[config.mk]
export PLATFORM = sky130hd
export DESIGN_NAME = ysyx_24090003_regfile_sb_flat
export DESIGN_NICKNAME = d
export VERILOG_FILES = /design/src/rtl/ysyx_24090003_pkg.sv /design/src/rtl/ysyx_24090003_regfile_sb_if.sv /design/src/rtl/ysyx_24090003_scoreboard.sv /design/src/rtl/ysyx_24090003_regfile_sb.sv /design/src/flat_wrapper.sv
export SDC_FILE = /design/constraint.sdc
export NUM_CORES = 2
export LEC_CHECK = 0
export CORE_ASPECT_RATIO = 0.9
export CORE_MARGIN = 2
export CORE_UTILIZATION = 55
export CTS_CLUSTER_SIZE = 25
export DETAILED_ROUTE_END_ITERATION = 8
export PLACE_DENSITY = 0.72
export SYNTH_ARGS = -nofsm -noshare
export SYNTH_HDL_FRONTEND = slang
export SYNTH_HIERARCHICAL = 1
export SYNTH_SLANG_ARGS = --single-unit
[constraint.sdc]
create_clock -name cpu_clk -period 6.7 [get_ports cpu_clk]
set_input_delay 1.005 -clock cpu_clk [delete_from_list [all_inputs] [get_ports cpu_clk]]
set_output_delay 1.005 -clock cpu_clk [all_outputs]
set_load 0.01 [all_outputs]
[src/rtl/ysyx_24090003_pkg.sv]
// Shared defaults for the integer register file and its scoreboard.
package ysyx_24090003_pkg;

  localparam int XLEN_DEF   = 32;
  localparam int AW_DEF     = 5;
  localparam int BYPASS_DEF = 1;
  localparam int REG_ZERO   = 0;

  function automatic int nreg(input int aw);
    return 1 << aw;
  endfunction

endpackage

[src/rtl/ysyx_24090003_regfile_sb_if.sv]
// Read, issue and writeback bundle between the pipeline (master) and the register file (slave).
interface ysyx_24090003_regfile_sb_if
  import ysyx_24090003_pkg::*;
#(
  parameter int XLEN = XLEN_DEF,
  parameter int AW   = AW_DEF
);

  logic [AW-1:0]   rs1;
  logic [AW-1:0]   rs2;
  logic            rs1_used;
  logic            rs2_used;
  logic [XLEN-1:0] rdata1;
  logic [XLEN-1:0] rdata2;
  logic            rs1_busy;
  logic            rs2_busy;
  logic            raw_stall;
  logic            iss_valid;
  logic [AW-1:0]   iss_rd;
  logic            wb_valid;
  logic [AW-1:0]   wb_rd;
  logic [XLEN-1:0] wb_data;

  modport master (
    output rs1, rs2, rs1_used, rs2_used, iss_valid, iss_rd, wb_valid, wb_rd, wb_data,
    input  rdata1, rdata2, rs1_busy, rs2_busy, raw_stall
  );

  modport slave (
    input  rs1, rs2, rs1_used, rs2_used, iss_valid, iss_rd, wb_valid, wb_rd, wb_data,
    output rdata1, rdata2, rs1_busy, rs2_busy, raw_stall
  );

endinterface

[src/rtl/ysyx_24090003_scoreboard.sv]
// One pending-write bit per register; an issue and a writeback to the same register leave it set.
module ysyx_24090003_scoreboard
  import ysyx_24090003_pkg::*;
#(
  parameter int AW = AW_DEF
) (
  input  logic               cpu_clk,
  input  logic               cpu_rst_n,
  input  logic               iss_valid,
  input  logic [AW-1:0]      iss_rd,
  input  logic               wb_valid,
  input  logic [AW-1:0]      wb_rd,
  output logic [(2**AW)-1:0] busy
);

  localparam int NREG = nreg(AW);
  localparam logic [AW-1:0] ZERO_ADDR = AW'(REG_ZERO);

  logic [NREG-1:0] set_v;
  logic [NREG-1:0] clr_v;

  always_comb begin
    set_v = '0;
    clr_v = '0;
    if (iss_valid && (iss_rd != ZERO_ADDR)) set_v[iss_rd] = 1'b1;
    if (wb_valid && (wb_rd != ZERO_ADDR)) clr_v[wb_rd] = 1'b1;
  end

  always_ff @(posedge cpu_clk) begin
    if (!cpu_rst_n) busy <= '0;
    else            busy <= (busy & ~clr_v) | set_v;
  end

endmodule

[src/rtl/ysyx_24090003_regfile_sb.sv]
// Integer register file with x0 hardwired, optional writeback forwarding and a RAW scoreboard.
module ysyx_24090003_regfile_sb
  import ysyx_24090003_pkg::*;
#(
  parameter int XLEN   = XLEN_DEF,
  parameter int AW     = AW_DEF,
  parameter int BYPASS = BYPASS_DEF
) (
  input logic                        cpu_clk,
  input logic                        cpu_rst_n,
  ysyx_24090003_regfile_sb_if.slave  rf
);

  localparam int NREG = nreg(AW);
  localparam logic [AW-1:0] ZERO_ADDR = AW'(REG_ZERO);

  logic [XLEN-1:0] regs [NREG];
  logic [NREG-1:0] busy;
  logic            wb_en;
  logic            wb_hit1;
  logic            wb_hit2;
  logic            iss_hit1;
  logic            iss_hit2;

  ysyx_24090003_scoreboard #(.AW(AW)) u_sb (
    .cpu_clk   (cpu_clk),
    .cpu_rst_n (cpu_rst_n),
    .iss_valid (rf.iss_valid),
    .iss_rd    (rf.iss_rd),
    .wb_valid  (rf.wb_valid),
    .wb_rd     (rf.wb_rd),
    .busy      (busy)
  );

  assign wb_en = rf.wb_valid && (rf.wb_rd != ZERO_ADDR);

  always_ff @(posedge cpu_clk) begin
    if (!cpu_rst_n) begin
      for (int i = 0; i < NREG; i++) regs[i] <= '0;
    end else if (wb_en) begin
      regs[rf.wb_rd] <= rf.wb_data;
    end
  end

  assign wb_hit1  = wb_en && (rf.wb_rd == rf.rs1);
  assign wb_hit2  = wb_en && (rf.wb_rd == rf.rs2);
  assign iss_hit1 = rf.iss_valid && (rf.iss_rd == rf.rs1) && (rf.rs1 != ZERO_ADDR);
  assign iss_hit2 = rf.iss_valid && (rf.iss_rd == rf.rs2) && (rf.rs2 != ZERO_ADDR);

  always_comb begin
    rf.rdata1 = regs[rf.rs1];
    if (rf.rs1 == ZERO_ADDR)           rf.rdata1 = '0;
    else if ((BYPASS != 0) && wb_hit1) rf.rdata1 = rf.wb_data;
  end

  always_comb begin
    rf.rdata2 = regs[rf.rs2];
    if (rf.rs2 == ZERO_ADDR)           rf.rdata2 = '0;
    else if ((BYPASS != 0) && wb_hit2) rf.rdata2 = rf.wb_data;
  end

  // A forwarded writeback resolves the hazard now, unless a fresh issue re-claims the register.
  assign rf.rs1_busy  = busy[rf.rs1] && !((BYPASS != 0) && wb_hit1 && !iss_hit1);
  assign rf.rs2_busy  = busy[rf.rs2] && !((BYPASS != 0) && wb_hit2 && !iss_hit2);
  assign rf.raw_stall = (rf.rs1_used && rf.rs1_busy) || (rf.rs2_used && rf.rs2_busy);

endmodule

[src/flat_wrapper.sv]
// flat-port wrapper written by rule: the top's interface ports become plain ports
module ysyx_24090003_regfile_sb_flat import ysyx_24090003_pkg::*;
#(
  parameter int XLEN   = XLEN_DEF,
  parameter int AW     = AW_DEF,
  parameter int BYPASS = BYPASS_DEF
)
  (cpu_clk, cpu_rst_n, rf_rs1, rf_rs2, rf_rs1_used, rf_rs2_used, rf_iss_valid, rf_iss_rd, rf_wb_valid, rf_wb_rd, rf_wb_data, rf_rdata1, rf_rdata2, rf_rs1_busy, rf_rs2_busy, rf_raw_stall);
  ysyx_24090003_regfile_sb_if #(.XLEN(XLEN), .AW(AW)) rf_i ();
  input logic cpu_clk;
  input logic cpu_rst_n;
  input wire logic [$bits(rf_i.rs1)-1:0] rf_rs1;
  input wire logic [$bits(rf_i.rs2)-1:0] rf_rs2;
  input wire logic [$bits(rf_i.rs1_used)-1:0] rf_rs1_used;
  input wire logic [$bits(rf_i.rs2_used)-1:0] rf_rs2_used;
  input wire logic [$bits(rf_i.iss_valid)-1:0] rf_iss_valid;
  input wire logic [$bits(rf_i.iss_rd)-1:0] rf_iss_rd;
  input wire logic [$bits(rf_i.wb_valid)-1:0] rf_wb_valid;
  input wire logic [$bits(rf_i.wb_rd)-1:0] rf_wb_rd;
  input wire logic [$bits(rf_i.wb_data)-1:0] rf_wb_data;
  output wire logic [$bits(rf_i.rdata1)-1:0] rf_rdata1;
  output wire logic [$bits(rf_i.rdata2)-1:0] rf_rdata2;
  output wire logic [$bits(rf_i.rs1_busy)-1:0] rf_rs1_busy;
  output wire logic [$bits(rf_i.rs2_busy)-1:0] rf_rs2_busy;
  output wire logic [$bits(rf_i.raw_stall)-1:0] rf_raw_stall;
  assign rf_i.rs1 = rf_rs1;
  assign rf_i.rs2 = rf_rs2;
  assign rf_i.rs1_used = rf_rs1_used;
  assign rf_i.rs2_used = rf_rs2_used;
  assign rf_i.iss_valid = rf_iss_valid;
  assign rf_i.iss_rd = rf_iss_rd;
  assign rf_i.wb_valid = rf_wb_valid;
  assign rf_i.wb_rd = rf_wb_rd;
  assign rf_i.wb_data = rf_wb_data;
  assign rf_rdata1 = rf_i.rdata1;
  assign rf_rdata2 = rf_i.rdata2;
  assign rf_rs1_busy = rf_i.rs1_busy;
  assign rf_rs2_busy = rf_i.rs2_busy;
  assign rf_raw_stall = rf_i.raw_stall;
  ysyx_24090003_regfile_sb #(.XLEN(XLEN), .AW(AW), .BYPASS(BYPASS)) u_core (.cpu_clk(cpu_clk), .cpu_rst_n(cpu_rst_n), .rf(rf_i));
endmodule
==> impl_metrics.ini <==
[yosys]
syn_area_per_cell_um2 = 15.22
netlist_area_um2 = 57310
synth_simple_gate_area_share_pct = 13.19
synth_cell_types = 63
synthAdderAreaFrac_pct = 0
synth_warnings = 6
synth_mux_area_share_pct = 24.86
synth-async-reset-ratio_pct = 0
synth-compound-area-share_pct = 3.648
synth_edf_count = 1024
ys_ff_latch = 1056
synth-xor-area-share_pct = 0.3056
synth_top_family_by_area = multiplexers
synth_flop_cell = edfxtp_1
ys_seq_area_share_pct = 54.77
netlist_instances = 3766

[clock_tree]
hold_buffers = 0
ctsRootBufferMaster = clkbuf_16
post-cts-setup-buffers = 0
clock-sinks = 1056
clockBufferDepth = 3
ctsResizeCount = 0
cts_buffers = 111
htree_levels = 3
cts_tree = yes
clk_latency_ps = 700
clk_pin_slew_ps = 60

[power]
combPwrFrac_pct = 13.6
power_mw = 16.55
sw_frac_of_total_pct = 25.10
p_int_mw = 12.40
p_leak_nw = 21.90
p_per_area_nw_per_um2 = 256.5
seq_power_share_pct = 47.0
switching_power_mw = 4.155
ir_drop_v = 0.0002052
clock_power_share_pct = 39.5

[floorplan]
core_um2 = 103600
rows = 112
start_util_pct = 55.35
die_h_um = 310.3
die_w_um = 344.3
die-area_um2 = 106800
io_pins = 125

[global_route]
grt_remaining_overflow = 0
grt_pass1_vias = 36680
grt_usage_pct = 36.91
grt_start_max_net_pins = 125
grt_pass1_wl_mm = 274.7
antenna_found_initial = 16

[timing]
slew_violations = 0
max_freq_ghz = 0.1595
hold_viol = 0
min_period_over_period_pct = 93.59
holdWs_ps = 490.4
rsz0062_at_grt = false
setup_tns_ps = 0
tightest_slew_ps = 1360
skew_ps = 0
max_slew_margin_pct = 9.149
setup_violations = 0
min_period_ps = 6271

[routing]
wl_mm = 194.9
highest_layer = met5
postRouteAntennaNets = 0
met2WireLength_mm = 87.35
drc = 2
avgViaCountPerCell = 7.250
wl_met3_mm = 30.02
wire_per_inst_um = 37.19
dr.pass1.iters = 9
met1Wirelength_mm = 67.22
vias = 38000
drt_iter0_drc = 6585

[worst_setup_path]
cp_data_required_time_ps = 5690
cpMostUsedCell = clkdlybuf4s50_1
worstPathCellList = clkdlybuf4s50_1, xor2_1, nor4_1, and3_2, buf_4, a2111oi_0, nor3_1, clkdlybuf4s50_1
arrival_ps = 5270
cp-start-kind = input port
cpMaxStageDelayCell = and3_2
cpPeakStageDelay_ps = 900
crit_fanout = 22
end_kind = output pin
worstSetupPathType = input port to output pin

[placement]
dp_hpwl_mm = 114.9
io_buffers = 124
dp.cells = 5029
place_congestion = 0.8745

[finish]
final_cell_mix = edfxtp_1 (1024), and2_1 (932), mux4_2 (563)
fin_cells = 5242
multi_input_area_um2 = 24820
drive_gt1_share_pct = 26.69
area_delta_synth_final_pct = 12.56
nFillCells = 7320
layout_commonest_cell = edfxtp_1
nNetsFinal = 3832
seqCellArea_um2 = 31390

[job]
maxCapViolations = 0

[run_status]
status = finished, violations left
violations = DRC

[hold_path]
hp-class = register to register
[per-layer routing]
metal	vias up	global-route usage, %
li1	14620	-
met1	19370	50.23
met2	3413	54.63
met3	593	12.07
met4	8	16.51
met5	-	0.1359
[sequential cells by signal, indices dropped and copies added (netlist names)]
| register | cells |
|---|---|
| u_core/regs | 1024 |
| u_core/u_sb/busy | 32 |
[worst max-delay path, delay by kind of cell]
| kind | cells | cell delay [ps] |
|---|---|---|
| xor gates and xnor gates | 1 | 280 |
| and+or+nand+nor | 3 | 2080 |
| AOI/OAI and AO/OA | 1 | 110 |
| buffers and inverters | 3 | 1770 |
[power by group through the flow]
| stage | registers [mW] | clock network [mW] | logic, mW |
|---|---|---|---|
| 2_1_floorplan | 7.85 | 0 | 1.32 |
| 6_report | 7.77 | 6.53 | 2.24 |
| 5_1_grt | 7.81 | 6.81 | 2.29 |
| 3_5_place_dp | 7.90 | 0 | 2.18 |
| 3_3_place_gp | 7.87 | 0 | 2.17 |
| 4_1_cts | 7.76 | 6.56 | 2.19 |
[final timing paths]
path | end | cells after the start | slack, ps | from
worst min register to register | u_core/u_sb/busy[0] | 1 | 490 | u_core/u_sb/busy[0]
worst min-delay path | u_core/u_sb/busy[0] | 1 | 490 | u_core/u_sb/busy[0]
worst max-delay path | rf_rdata1[1] | 8 | 430 | rf_wb_rd[1]
worst max register to register | u_core/u_sb/busy[29] | 2 | 6020 | u_core/u_sb/busy[29]
[synth_stat cells (all sizes together), types with 11 or more instances]
cell / count / area, um2
edfxtp: 1024 / 30750
and2: 932 / 5831
mux4: 563 / 12680
clkbuf: 284 / 1066
buf: 134 / 755.7
mux2i: 116 / 1161
nor3: 73 / 365.4
nand2: 70 / 262.8
nor2: 68 / 265.3
o21ai: 68 / 340.3
o211ai: 39 / 392.9
nor2b: 38 / 237.7
a211oi: 36 / 270.3
mux2: 36 / 405.4
a21oi: 32 / 160.2
dfxtp: 32 / 640.6
a221oi: 30 / 262.8
nand3: 29 / 145.1
a211o: 23 / 201.4
a32o: 16 / 160.2
a22o: 14 / 122.6
and3: 14 / 87.58
xor2: 13 / 113.9
nand3b: 11 / 82.58
[cell families (layout without fill, tap and decap cells)]
logic type,after synthesis,after routing
AND/OR/NAND/NOR,1270,1270
flip-flops,1056,1056
multiplexers,715,715
buffers and inverters,425,498
AO/OA/AOI/OAI,279,279
XOR/XNOR,20,20
other,1,36
[stage by stage]
step	area (um2)	worst slack [ps]	utilization, %
floorplan	57430	1950	-
global placement	60700	702.4	58.62
detailed placement	60700	634.8	58.62
CTS	64510	615.5	62.29
global route	64510	456.1	62.29
finish	64520	429.3	62.30
[layout make-up]
| cell class | instances | share of cell area (%) |
|---|---|---|
| diodes | 4 | 0.01552 |
| clock buffers | 134 | 4.505 |
| clock inverters | 75 | 1.391 |
| inverters | 7 | 0.05236 |
| multi-input cells | 2316 | 38.47 |
| flip-flops and latches | 1056 | 48.66 |
| well taps | 1368 | 2.653 |
| repair buffers | 282 | 4.255 |
Note: power is estimated with default switching activity, not from simulation.
